### src/rtl/fetch_queue.sv
// Fetch queue: circular FIFO of {PC, instruction, redirect} between fetch and decode.
// Define FETCHQ_BYPASS_EN to let an entry arriving at an empty queue go straight to decode.
module fetch_queue #(
  parameter int WIDTH  = 31,
  parameter int IWIDTH = 31,
  parameter int DEPTH  = 4
) (
  input  logic                     clk,
  input  logic                     reset_n,
  input  logic                     enq_valid,
  input  logic [WIDTH:0]           enq_pc,
  input  logic [IWIDTH:0]          enq_instr,
  input  logic                     enq_redirect,
  input  logic                     flush,
  input  logic                     deq_ready,
  output logic                     deq_valid,
  output logic [WIDTH:0]           deq_pc,
  output logic [IWIDTH:0]          deq_instr,
  output logic                     deq_redirect,
  output logic                     freeze,
  output logic [$clog2(DEPTH):0]   count
);

  localparam int PTR_W = $clog2(DEPTH);
  localparam int CNT_W = PTR_W + 1;

  logic [WIDTH:0]  pcMem_q    [DEPTH];
  logic [IWIDTH:0] instrMem_q [DEPTH];
  logic            redirMem_q [DEPTH];

  logic [PTR_W-1:0] head_q, head_d;
  logic [PTR_W-1:0] tail_q, tail_d;
  logic [CNT_W-1:0] count_q, count_d;

  logic full, empty, bypass, storeValid, enqFire, deqFire;

  always_comb begin
    full       = (count_q == CNT_W'(DEPTH));
    empty      = (count_q == '0);
`ifdef FETCHQ_BYPASS_EN
    bypass     = empty & enq_valid & deq_ready & ~flush;
`else
    bypass     = 1'b0;
`endif
    storeValid = ~empty & ~flush;
    // A full queue drops the enqueue even when decode drains the head; freeze re-presents it.
    enqFire    = enq_valid & ~full & ~flush & ~bypass;
    deqFire    = storeValid & deq_ready;
  end

  always_comb begin
    deq_valid    = storeValid | bypass;
    deq_pc       = pcMem_q[head_q];
    deq_instr    = instrMem_q[head_q];
    deq_redirect = redirMem_q[head_q];
    if (bypass) begin
      deq_pc       = enq_pc;
      deq_instr    = enq_instr;
      deq_redirect = enq_redirect;
    end
    freeze = full;
    count  = count_q;
  end

  always_comb begin
    head_d  = head_q;
    tail_d  = tail_q;
    count_d = count_q;
    if (flush) begin
      head_d  = '0;
      tail_d  = '0;
      count_d = '0;
    end else begin
      if (enqFire) tail_d = tail_q + PTR_W'(1);
      if (deqFire) head_d = head_q + PTR_W'(1);
      case ({enqFire, deqFire})
        2'b10:   count_d = count_q + CNT_W'(1);
        2'b01:   count_d = count_q - CNT_W'(1);
        default: count_d = count_q;
      endcase
    end
  end

  always_ff @(posedge clk or negedge reset_n) begin
    if (!reset_n) begin
      head_q  <= '0;
      tail_q  <= '0;
      count_q <= '0;
    end else begin
      head_q  <= head_d;
      tail_q  <= tail_d;
      count_q <= count_d;
    end
  end

  always_ff @(posedge clk or negedge reset_n) begin
    if (!reset_n) begin
      for (int i = 0; i < DEPTH; i++) begin
        pcMem_q[i]    <= '0;
        instrMem_q[i] <= '0;
        redirMem_q[i] <= 1'b0;
      end
    end else if (enqFire) begin
      pcMem_q[tail_q]    <= enq_pc;
      instrMem_q[tail_q] <= enq_instr;
      redirMem_q[tail_q] <= enq_redirect;
    end
  end

endmodule
### config.mk
export PLATFORM = sky130hd
export DESIGN_NAME = fetch_queue
export DESIGN_NICKNAME = d
export VERILOG_FILES = /design/src/rtl/fetch_queue.sv
export SDC_FILE = /design/constraint.sdc
export NUM_CORES = 1
export LEC_CHECK = 0
export BUFFER_PORTS_ARGS = -buffer_cell sky130_fd_sc_hd__buf_2
export CORE_MARGIN = 4
export CORE_UTILIZATION = 45
export DETAILED_ROUTE_END_ITERATION = 7
export GPL_ROUTABILITY_DRIVEN = 0
export GPL_TIMING_DRIVEN = 0
export SYNTH_ARGS = -nofsm -noshare
export SYNTH_HDL_FRONTEND = slang
export SYNTH_SLANG_ARGS = --single-unit
### constraint.sdc
create_clock -name clk -period 6.8 [get_ports clk]
set_clock_uncertainty 0.15 [all_clocks]
set_input_delay 0 -clock clk [delete_from_list [all_inputs] [get_ports clk]]
set_output_delay 0 -clock clk [all_outputs]
set_load 0.03 [all_outputs]
==> run_results.csv <==
group,metric,value,unit
pwr,leakagePower,0.00783,uW
grt,grt_pass1_vias,8071,
die,core,0.0280,mm2
drt,drt-initial-drc-count,312,
drt,drcViolationCount,0,
critical_path,crit_path_frequent_cell,"buf_1",
yosys,synth-seq-cells,267,
die,rows,61,
critical_path,critPathTopFamily,"buffers and inverters",
sta,timing.hold.ws,0.109,ns
min_path,hp-class,"in -> reg",
sta,setup_ws,3.89,ns
sta,final_hold_viol_count,0,
critical_path,startpoint,"head_q[1]",
yosys,synth_top_cell_by_area,"dfrtp_1",
sta,setup_viol,0,
critical_path,reg2reg_slack,4.45,ns
drt,drt-wirelength-per-cell,21.2,um
finish,nFillCells,2178,
grt,grt_pass1_wl,46.1,mm
sta,max_slew_margin,0.399,
sta,drv_slew,0,
sta,setup_tns,0,ns
critical_path,r2r_start,"count[0]",
critical_path,end_kind,"primary output",
die,fp.dieW,177,um
placed_design,detailedPlace.worstSlack,4.45,ns
yosys,yosysMostFrequentCell,"dfrtp_1",
critical_path,path_cells,"buf_1 -> buf_1 -> mux4_2 -> buf_2",
finish,drive_gt1_frac,0.585,
critical_path,cp-start-kind,"flip-flop",
status,status,"completed",
clock_network,cts.sinks,267,
die,die-area,0.0314,mm2
yosys,synth_top_cells_by_area,"dfrtp_1 52%, mux2_4 23%, mux4_2 11%",
yosys,syn_nets,770,
critical_path,critPathSlowestCell,"buf_1",
drt,first_pass_iters,4,
pwr,peakVddDrop,0.000216,V
flow_run,maxCapViolations,0,
pwr,p_per_area,379,mW/mm2
clock_network,cts_inserted_buffers,30,
die,initial_core_util,0.460,
critical_path,crit_end,"deq_instr[8]",
clock_network,h-tree-depth,1,
drt,drt-vias-per-instance,5.21,
yosys,synth_edf_count,0,
placed_design,io_buffers,139,
finish,utilization,0.569,
placed_design,dpl.hpwl,19.0,mm
clock_network,clk_latency,0.55,ns
sta,fmax,0.344,GHz
grt,grt_remaining_overflow,0,
sta,rsz0062_at_grt,"no",
grt,grt_util_all_layers,0.185,
critical_path,cp.buffers_inverters,3,
critical_path,cp_data_required_time,6.65,ns
drt,totalWireLength,28.4,mm
clock_network,cts_buffer_depth,3,
clock_network,cts_tree,"yes",
yosys,postSynthAreaPerCell,18.5,um2
die,die_h,177,um
critical_path,r2r_end,"count[1]",
die,io_pins,140,
clock_network,clk_pin_slew_worst_paths,0.06,ns
yosys,yosysSeqAreaShare,0.519,
sta,period_minus_slack,2.91,ns
drt,ant_nets,0,
grt,antenna_found_initial,1,
yosys,synthFlopType,"dfrtp_1",
finish,area_growth,23.8,%
yosys,async_flop_share,1.00,
grt,grt_max_degree,121,
clock_network,clockRootBuffer,"clkbuf_16",
finish,nNetsFinal,1015,
critical_path,cp_max_fo,10,
yosys,postSynthCellCount,695,
critical_path,path_class,"reg -> out",
critical_path,reg2reg_depth,8,
sta,min_period_over_period,0.428,
yosys,yosysWarnings,0,
yosys,netlist_area,0.0129,mm2
yosys,netlist.area_leader.share,0.519,
critical_path,arrival,2.76,ns
sta,worstMarginPinSlew,0.902,ns
drt,vias,6982,
critical_path,worst-path-stages,4,
critical_path,max_stage_delay,0.62,ns
clock_network,postCtsSetupBuffers,0,
yosys,ys_top_cells_by_count,"267 x dfrtp_1, 200 x mux2_4, 65 x mux4_2",
yosys,synth_cell_types,38,
-- kinds of logic after synthesis --
group,after synthesis,synth area share
fa+ha+maj,5,0.00544
flops,267,0.519
xor+xnor,2,0.00136
simple gates,26,0.0162
compound gates,16,0.00826
buf+inv,53,0.0493
mux,326,0.400
-- registers in the layout, summed over array words and instances (netlist names) --
signal      count
count           3
pcMem_q       128
instrMem_q    128
tail_q          2
redirMem_q      4
head_q          2
-- layout make-up --
class / instances / area [um2] / area share
Antenna cell: 1 / 2.50 / 0.000157
Buffer: 48 / 616 / 0.0386
Clock buffer: 45 / 928 / 0.0583
Multi-Input combinational cell: 375 / 5560 / 0.349
Clock inverter: 9 / 170 / 0.0107
Sequential cell: 267 / 6680 / 0.419
Tap cell: 378 / 473 / 0.0297
Inverter: 5 / 18.8 / 0.00118
Timing Repair Buffer: 213 / 1490 / 0.0936
-- layout by cell type (no fill, tap or decap), types with 2 or more instances in the layout --
master         instances
bufinv_16              5
clkbuf_1               6
o21ai_0                2
buf_4                  5
mux2_4               200
dlygate4sd3_1         71
nand3b_1               2
a21oi_1                6
clkbuf_16             31
dfrtp_1              267
nand3_1                4
or3b_2                 2
ha_1                   4
mux2_2                60
inv_1                  5
nand2_1                2
buf_12                25
nand2b_1               4
mux4_2                65
buf_6                  2
buf_16                 2
buf_1                  6
clkbuf_8              10
clkinv_2               4
nor2b_1                3
nand3_4                4
buf_2                147
-- worst min-delay path by stage --
| stage | to | cells after the start | slack [ns] | start |
|---|---|---|---|---|
| after floorplan | count[0] | 0 | -0.45 | reset_n |
| after global placement | instrMem_q[127] | 2 | 0.12 | enq_instr[31] |
| after detailed placement | pcMem_q[98] | 1 | -0.26 | reset_n |
| after CTS | instrMem_q[16] | 3 | 0.09 | enq_instr[16] |
| after global routing | instrMem_q[102] | 3 | 0.12 | enq_instr[6] |
| final | instrMem_q[78] | 3 | 0.11 | enq_instr[14] |
-- power breakdown --
| part | internal [uW] | total, uW | switching, uW |
|---|---|---|---|
| Sequential | 2100 | 2380 | 286 |
| Combinational | 1070 | 1910 | 840 |
| Clock | 1120 | 1750 | 627 |
-- repair_timing --
| item | CTS | global route |
|---|---|---|
| resized for setup | 0 | 0 |
| hold endpoints to repair | 414 | 0 |
| hold buffers | 72 | 0 |
| setup endpoints to repair | 0 | 0 |
-- per-stage QoR --
stage | std cells | area (um2) | power, uW
6_report | 1341 | 15900 | 6040
5_1_grt | 1341 | 15900 | 6340
4_1_cts | 1340 | 15900 | 6120
3_5_place_dp | 1214 | 14100 | 4300
3_3_place_gp | 1212 | 14000 | 4180
2_1_floorplan | 695 | 12900 | 3810
-- layer usage --
metal  track usage  wire, um
met3        0.0361      1290
met4        0.0374       517
met1         0.250     12400
met2         0.316     14200
met5             0         0
-- worst min-delay path: cells and delay by family --
kind / cells / cell delay [ns]
buffers and inverters: 2 / 0.64
muxes: 1 / 0.14
Note: power is estimated with default switching activity, not from simulation.
